[src/rtl/scr1_ahb_mem_slave_pkg.sv]
// Shared AHB-Lite definitions: HTRANS/HSIZE/HRESP encodings and the state type
// used by the AHB memory responder FSM.
package scr1_ahb_mem_slave_pkg;

  localparam logic [1:0] SCR1_HTRANS_IDLE   = 2'b00;
  localparam logic [1:0] SCR1_HTRANS_BUSY   = 2'b01;
  localparam logic [1:0] SCR1_HTRANS_NONSEQ = 2'b10;
  localparam logic [1:0] SCR1_HTRANS_SEQ    = 2'b11;

  localparam logic [2:0] SCR1_HSIZE_8B  = 3'b000;
  localparam logic [2:0] SCR1_HSIZE_16B = 3'b001;
  localparam logic [2:0] SCR1_HSIZE_32B = 3'b010;

  localparam logic SCR1_HRESP_OKAY  = 1'b0;
  localparam logic SCR1_HRESP_ERROR = 1'b1;

  typedef enum logic [2:0] {
    StIdle,
    StWait,
    StWr,
    StRdReq,
    StRdData,
    StErr1,
    StErr2
  } type_scr1_ahbslv_fsm_e;

endpackage

[src/rtl/scr1_ahb_be_decode.sv]
// Byte-enable and alignment decoder for 32-bit AHB slaves.
//   size_i     : HSIZE of the transfer
//   addr_i     : low two address bits
//   be_o       : byte-lane enables (all zero for sizes wider than a word)
//   misalign_o : address not naturally aligned for the given size
module scr1_ahb_be_decode
  import scr1_ahb_mem_slave_pkg::*;
(
  input  logic [2:0] size_i,
  input  logic [1:0] addr_i,
  output logic [3:0] be_o,
  output logic       misalign_o
);

  always_comb begin
    be_o       = 4'b0000;
    misalign_o = 1'b0;
    case (size_i)
      SCR1_HSIZE_8B: be_o = 4'b0001 << addr_i;
      SCR1_HSIZE_16B: begin
        be_o       = 4'b0011 << {addr_i[1], 1'b0};
        misalign_o = addr_i[0];
      end
      SCR1_HSIZE_32B: begin
        be_o       = 4'b1111;
        misalign_o = |addr_i;
      end
      default: ;
    endcase
  end

endmodule

[src/rtl/scr1_ahb_mem_slave.sv]
// AHB-Lite responder serving single transfers from a synchronous single-port SRAM.
//   clk, rst            : clock, asynchronous active-high reset
//   hsel..hready        : AHB address/data phase inputs
//   hreadyout/hresp     : slave ready and OKAY/ERROR response
//   hrdata              : read data (zero outside the read data cycle)
//   mem_*               : SRAM request port; mem_rdata valid the cycle after a read
module scr1_ahb_mem_slave
  import scr1_ahb_mem_slave_pkg::*;
#(
  parameter logic [31:0] BASE_ADDR   = 32'h0000_0000,
  parameter int unsigned MEM_AWIDTH  = 14,
  parameter int unsigned WAIT_STATES = 0
) (
  input  logic                  clk,
  input  logic                  rst,
  input  logic                  hsel,
  input  logic [1:0]            htrans,
  input  logic [2:0]            hsize,
  input  logic [31:0]           haddr,
  input  logic                  hwrite,
  input  logic [31:0]           hwdata,
  input  logic                  hready,
  output logic                  hreadyout,
  output logic                  hresp,
  output logic [31:0]           hrdata,
  output logic                  mem_req,
  output logic                  mem_we,
  output logic [MEM_AWIDTH-3:0] mem_addr,
  output logic [3:0]            mem_be,
  output logic [31:0]           mem_wdata,
  input  logic [31:0]           mem_rdata
);

  localparam logic [2:0] WaitLast = (WAIT_STATES == 0) ? 3'd0 : 3'(WAIT_STATES - 1);

  type_scr1_ahbslv_fsm_e state_q;
  logic [2:0]            cnt_q;
  logic [MEM_AWIDTH-3:0] addr_q;
  logic [3:0]            be_q;
  logic                  write_q;

  logic                  accept;
  logic                  req_err;
  logic [3:0]            be;
  logic                  misalign;
  type_scr1_ahbslv_fsm_e start_state;

  scr1_ahb_be_decode u_be_decode (
    .size_i     (hsize),
    .addr_i     (haddr[1:0]),
    .be_o       (be),
    .misalign_o (misalign)
  );

  // Entry state of a freshly accepted transfer.
  always_comb begin
    accept  = hsel & hready & ((htrans == SCR1_HTRANS_NONSEQ) | (htrans == SCR1_HTRANS_SEQ));
    req_err = ((haddr >> MEM_AWIDTH) != (BASE_ADDR >> MEM_AWIDTH))
            | (hsize > SCR1_HSIZE_32B) | misalign;
    if (req_err) begin
      start_state = StErr1;
    end else if (WAIT_STATES != 0) begin
      start_state = StWait;
    end else if (hwrite) begin
      start_state = StWr;
    end else begin
      start_state = StRdReq;
    end
  end

  always_ff @(posedge clk or posedge rst) begin
    if (rst) begin
      state_q <= StIdle;
      cnt_q   <= 3'd0;
      addr_q  <= '0;
      be_q    <= 4'b0000;
      write_q <= 1'b0;
    end else begin
      unique case (state_q)
        // Ready states: the bus may hand over the next address phase here.
        StIdle, StWr, StRdData, StErr2: begin
          if (accept) begin
            state_q <= start_state;
            addr_q  <= haddr[MEM_AWIDTH-1:2];
            be_q    <= be;
            write_q <= hwrite;
            cnt_q   <= 3'd0;
          end else begin
            state_q <= StIdle;
          end
        end
        StWait: begin
          if (cnt_q == WaitLast) begin
            cnt_q   <= 3'd0;
            state_q <= write_q ? StWr : StRdReq;
          end else begin
            cnt_q <= cnt_q + 3'd1;
          end
        end
        StRdReq: state_q <= StRdData;
        StErr1:  state_q <= StErr2;
        default: state_q <= StIdle;
      endcase
    end
  end

  // Outputs decode from the state register only, so reset clears them at once.
  always_comb begin
    hreadyout = 1'b1;
    hresp     = SCR1_HRESP_OKAY;
    hrdata    = '0;
    mem_req   = 1'b0;
    mem_we    = 1'b0;
    mem_wdata = '0;
    unique case (state_q)
      StWait: hreadyout = 1'b0;
      StWr: begin
        mem_req   = 1'b1;
        mem_we    = 1'b1;
        mem_wdata = hwdata;
      end
      StRdReq: begin
        hreadyout = 1'b0;
        mem_req   = 1'b1;
      end
      StRdData: hrdata = mem_rdata;
      StErr1: begin
        hreadyout = 1'b0;
        hresp     = SCR1_HRESP_ERROR;
      end
      StErr2: hresp = SCR1_HRESP_ERROR;
      default: ;
    endcase
  end

  assign mem_addr = addr_q;
  assign mem_be   = be_q;

endmodule

[config.mk]
export PLATFORM = sky130hd
export DESIGN_NAME = scr1_ahb_mem_slave
export DESIGN_NICKNAME = d
export VERILOG_FILES = /design/src/rtl/scr1_ahb_mem_slave_pkg.sv /design/src/rtl/scr1_ahb_be_decode.sv /design/src/rtl/scr1_ahb_mem_slave.sv
export SDC_FILE = /design/constraint.sdc
export NUM_CORES = 1
export LEC_CHECK = 0
export CORE_ASPECT_RATIO = 0.8
export CORE_MARGIN = 2
export CORE_UTILIZATION = 29
export DETAILED_ROUTE_END_ITERATION = 8
export PLACE_DENSITY = 0.88
export REMOVE_ABC_BUFFERS = 1
export SYNTH_ARGS = -nofsm -noshare
export SYNTH_HDL_FRONTEND = slang
export SYNTH_HIERARCHICAL = 1
export SYNTH_SLANG_ARGS = --single-unit
[constraint.sdc]
create_clock -name clk -period 2.4 [get_ports clk]
set_input_delay 0.48 -clock clk [delete_from_list [all_inputs] [get_ports clk]]
set_output_delay 0.48 -clock clk [all_outputs]
set_load 0.05 [all_outputs]
==> results of run 1 <==
cells by family after synthesis:
group,Yosys count
adders and majority gates,2
buffers and inverters,14
and+or+nand+nor,103
DFF,23
muxes,16
AOI/OAI and AO/OA,18
power by group:
group / internal [mW] / leakage (nW) / switching, mW
combinational: 1.45 / 1.47 / 1.88
sequential: 0.544 / 0.287 / 0.110
clock: 0.118 / 0.0228 / 0.116
total: 2.11 / 1.78 / 2.10
area by class of cell:
| class | count | area, sq um |
|---|---|---|
| Tap cell | 62 | 77.6 |
| Clock buffer | 4 | 45.0 |
| Multi-Input combinational cell | 139 | 937 |
| Sequential cell | 23 | 576 |
| Timing Repair Buffer | 193 | 2560 |
| Fill cell | 304 | 900 |
| Inverter | 6 | 22.5 |
Yosys cell counts (all sizes together):
| cell | n | area share |
|---|---|---|
| nand2b | 1 | 0.0040 |
| nand4b | 1 | 0.0056 |
| nand3b | 1 | 0.0048 |
| dfrtp | 23 | 0.37 |
| or4 | 1 | 0.0048 |
| o21ai | 9 | 0.029 |
| o21a | 2 | 0.0096 |
| a21o | 2 | 0.0096 |
| and2 | 65 | 0.26 |
| a22o | 1 | 0.0056 |
| buf | 5 | 0.016 |
| nand3 | 1 | 0.0032 |
| a21oi | 4 | 0.013 |
| mux2 | 16 | 0.11 |
| ha | 2 | 0.016 |
| nor4 | 6 | 0.032 |
| clkbuf | 3 | 0.0072 |
| nor3 | 2 | 0.0064 |
| or3b | 1 | 0.0056 |
| nor2 | 5 | 0.012 |
| and2b | 1 | 0.0048 |
| nand2 | 11 | 0.026 |
| nor2b | 6 | 0.024 |
| inv | 6 | 0.014 |
| nor3b | 1 | 0.0080 |
worst max-delay path, cell delays in order, from the launching register on:
cell	delay, ns
sky130_fd_sc_hd__dfrtp_1	0.44
sky130_fd_sc_hd__nor2b_1	0.23
sky130_fd_sc_hd__and2b_1	0.14
sky130_fd_sc_hd__buf_4	0.26
sky130_fd_sc_hd__and2_1	0.24
sky130_fd_sc_hd__buf_12	0.15
how the worst max path moves through the flow:
stage | from | end
after detailed placement | hsize[1] | state_q[1]
after floorplan | state_q[1] | mem_wdata[0]
after CTS | state_q[1] | mem_wdata[7]
after global routing | state_q[1] | mem_wdata[7]
after global placement | hsize[1] | state_q[1]
final | state_q[1] | mem_wdata[7]
metal layers:
layer,vias up,routed length [um],GRT usage
met1,869,2630,0.255
met5,-,0,0
li1,960,-,-
met3,14,669,0.0595
met4,0,139,0.0660
met2,94,3780,0.443
flip-flops by register name (all words and copies together) (netlist names):
name,count
cnt_q,3
mem_addr,12
mem_be,4
state_q,3
write_q,1
per-stage QoR:
step	cell area, sq um	setup TNS, ns
after floorplan	1540	-20.53
after global placement	4180	0
after detailed placement	4180	0
after CTS	4220	0
after global routing	4220	0
final	4220	0
==> flow_summary.ini, run 1 <==
[drt]
vias_per_inst = 4.54
drc = 0
drt-pass1-iter-count = 4
route.vias.total = 1937
final_routed_wire_length_divided_by_cell_count_um = 16.9
detail_route.iter0.violations = 51
postRouteWirelength_um = 7220
route.antenna.remaining_nets = 0

[floorplanning]
io_pins = 190
die_height_um = 69.8
floorplan.initialDensity = 0.307
placement_rows = 23
dieArea_sq_um = 6030
core-area_sq_um = 5120
die_width_um = 86.3

[sta]
fmax_mhz = 452
final-max-slew-violation-count = 0
final_critical_path_setup_slack_ns = 0.185
holdWs_ns = 0.493
fin_worst_skew_ns = 0.00577
worst_pin_slew_ns = 0.535
final.period_utilization = 0.923
rsz0062_at_grt = no
setup_viol = 0
final_hold_viol_count = 0
timing.final.crit_period_ns = 2.21
max-slew-margin-rel = 0.643

[critical_path]
crit-reg2reg-launch = state_q[0]
crit_arrival_ns = 1.73
r2r-end = cnt_q[2]
worst-setup-path-type = reg -> out
timing.critical_path.required_ns = 1.92
worstPathMaxFanout = 33
worst_r2r_path_depth = 5
cp-start-kind = flip-flop
end_kind = output port
reg2reg_slack_ns = 0.86

[synthesis]
synth-compound-area-share = 0.0661
synthCells = 176
ys_seq_elements = 23
post_synth_and_or_nand_nor_area_fraction = 0.400
synth.avg_cell_area_sq_um = 8.93
synth_top_family_by_area = simple AND/OR/NAND/NOR gates
cell_area_synth_sq_um = 1570
seq_area_frac_synth = 0.366
synthAdderAreaFrac = 0.0159
synth.distinct_cells = 27
yosys.area_share.xor_xnor = 0
ys_warn_count = 6
post_synth_mux_area_share = 0.115

[layout]
layout_common_cells = 121 x sky130_fd_sc_hd__clkdlybuf4s50_1, 65 x sky130_fd_sc_hd__and2_1, 65 x sky130_fd_sc_hd__buf_12
final_core_util = 0.824
mostFrequentLayoutCell = sky130_fd_sc_hd__clkdlybuf4s50_1
fin_nets = 474
layout-area-overhead-vs-synth_pct = 169
instances_no_fill = 427
diode_insertion_count_for_antenna_repair = 0
layout-drive-gt1-share = 0.214

[clock_network]
clkSlewWorstSetupHoldPaths_ns = 0.08
clock-sinks = 23
cts_tree = done
clock_insertion_delay_worst_skew_ns = 0.26
htree_num_levels = 1
ctsHoldBuffers = 0
cts_buffers = 3
cts.repair.resized = 0
max-clock-path-buffers = 2
clockRootBuffer = sky130_fd_sc_hd__clkbuf_8
post-cts-setup-buffers = 0

[grt]
grt_antenna_before_repair = 0
track_usage = 0.235
grt_max_degree = 34
global_route_wire_length_before_repair_um = 11000
global_route.overflow_total = 0
via_count_of_the_first_global_routing_pass = 2035

[min_path]
worst_hold_path.endpoint = mem_addr[2]
hold_class = reg -> reg
worstHoldStart = mem_addr[2]
worstHoldPathCells = 1

[power]
worst_ir_drop_vdd_v = 0.000657
power-per-cell-area_nw_per_um2 = 998
p_total_mw = 4.21
leakage_nw = 1.78

[job]
cap_violations = 0

[placed_design]
post-dp-hpwl_um = 6370
place.gp.congestion = 0.815
placed_cells = 423
port-buffer-count = 188
pre_cts_ws_ns = 0.108

[run_status]
status = completed
Note: power is estimated with default switching activity, not from simulation.
==> inputs of run 2 (changes only) <==
- CORE_MARGIN: 2 -> unset
==> flow_summary.ini, run 2 (synthesis gave the netlist of run 1 again) <==
[grt]
grt_max_degree = 34
grt_antenna_before_repair = 0
track_usage = 0.233
via_count_of_the_first_global_routing_pass = 1974
global_route_wire_length_before_repair_um = 10200
global_route.overflow_total = 0

[floorplanning]
die_width_um = 84.3
floorplan.initialDensity = 0.307
io_pins = 190
placement_rows = 23
core-area_sq_um = 5120
die_height_um = 67.8
dieArea_sq_um = 5720

[layout]
diode_insertion_count_for_antenna_repair = 0
largest_register_ff_count = 12
final_core_util = 0.825
mostFrequentLayoutCell = sky130_fd_sc_hd__clkdlybuf4s50_1
n_fill_cell = 289
layout-area-overhead-vs-synth_pct = 169
fin_nets = 474
layout_common_cells = 121 x sky130_fd_sc_hd__clkdlybuf4s50_1, 65 x sky130_fd_sc_hd__and2_1, 65 x sky130_fd_sc_hd__buf_12
instances_no_fill = 427
layout-drive-gt1-share = 0.216

[clock_network]
cts_buffers = 3
post-cts-setup-buffers = 0
clock_insertion_delay_worst_skew_ns = 0.26
clock-sinks = 23
clockRootBuffer = sky130_fd_sc_hd__clkbuf_8
htree_num_levels = 1
max-clock-path-buffers = 2
clkSlewWorstSetupHoldPaths_ns = 0.08
cts_tree = done

[run_status]
status = finished, violations left
violations_in_the_final_reports = DRC

[placed_design]
place.gp.congestion = 0.792
port-buffer-count = 188
post-dp-hpwl_um = 6080
pre_cts_ws_ns = 0.118
placed_cells = 423

[sta]
rsz0062_at_grt = no
worst_pin_slew_ns = 0.534
final-max-slew-violation-count = 0
max-slew-margin-rel = 0.643
final_critical_path_setup_slack_ns = 0.208
fmax_mhz = 456
fin_worst_skew_ns = 0.00142
timing.final.crit_period_ns = 2.19
final.period_utilization = 0.913
final_hold_viol_count = 0
holdWs_ns = 0.495
setup_viol = 0

[job]
cap_violations = 0

[drt]
drt-pass1-iter-count = 8
route.vias.total = 2004
final_routed_wire_length_divided_by_cell_count_um = 16.4
route.antenna.remaining_nets = 0
vias_per_inst = 4.69
detail_route.iter0.violations = 61
drc = 12
postRouteWirelength_um = 7020

[power]
leakage_nw = 1.78
power-per-cell-area_nw_per_um2 = 1000
worst_ir_drop_vdd_v = 0.000720

[critical_path]
timing.critical_path.required_ns = 1.92
worstPathMaxFanout = 8
crit_arrival_ns = 1.71
cp-start-kind = flip-flop
worst-setup-path-type = reg -> out
end_kind = output port

[min_path]
hold_class = reg -> reg
-- run 2: repair_timing --
| item | in CTS | in global routing |
|---|---|---|
| resized for setup | 0 | 1 |
| endpoints found under the hold margin | 0 | 0 |
| setup endpoints to repair | 0 | 1 |
| hold buffers | 0 | 0 |
-- run 2: per-layer routing --
layer | GRT usage | up-vias | part of all wire
met3 | 0.0543 | 10 | 0.088
met5 | 0 | - | 0
met4 | 0.0517 | 0 | 0.014
met1 | 0.246 | 947 | 0.33
met2 | 0.478 | 94 | 0.57
li1 | - | 953 | -
-- run 2: per-stage QoR --
step                      cell area (sq um)  total power, mW  setup TNS [ns]
after global placement                 4180             3.94               0
after floorplan                        1540             2.37          -20.53
after CTS                              4220             4.26               0
after global routing                   4230             4.40               0
final                                  4230             4.23               0
after detailed placement               4180             4.02               0
-- run 2: layout make-up --
type / instances / area, sq um / share of cell area
Timing Repair Buffer: 193 / 2560 / 0.607
Multi-Input combinational cell: 139 / 940 / 0.222
Sequential cell: 23 / 576 / 0.136
Tap cell: 62 / 77.6 / 0.0184
Clock buffer: 4 / 45.0 / 0.0107
Inverter: 6 / 22.5 / 0.00533
-- run 2: worst paths after layout --
kind	startpoint	end	slack, ns	cells after the start
max	state_q[2]	hreadyout	0.21	3
min	mem_addr[7]	mem_addr[7]	0.50	1
max reg2reg	state_q[0]	cnt_q[1]	0.77	4
min reg2reg	mem_addr[7]	mem_addr[7]	0.50	1
max in group asynchronous	rst	mem_addr[7]	1.62	3
min in group asynchronous	rst	mem_be[2]	0.55	3
-- run 2: where the power goes --
group          switching [mW]  internal, mW  leakage, nW
Sequential              0.114         0.544        0.287
Combinational            1.88          1.45         1.47
Clock                   0.121         0.118       0.0228
-- run 2: critical path, cell delays in order (launching register included) --
cell,delay (ns)
sky130_fd_sc_hd__dfrtp_1,0.48
sky130_fd_sc_hd__nand2_1,0.08
sky130_fd_sc_hd__nand2_1,0.07
sky130_fd_sc_hd__clkdlybuf4s50_1,0.82
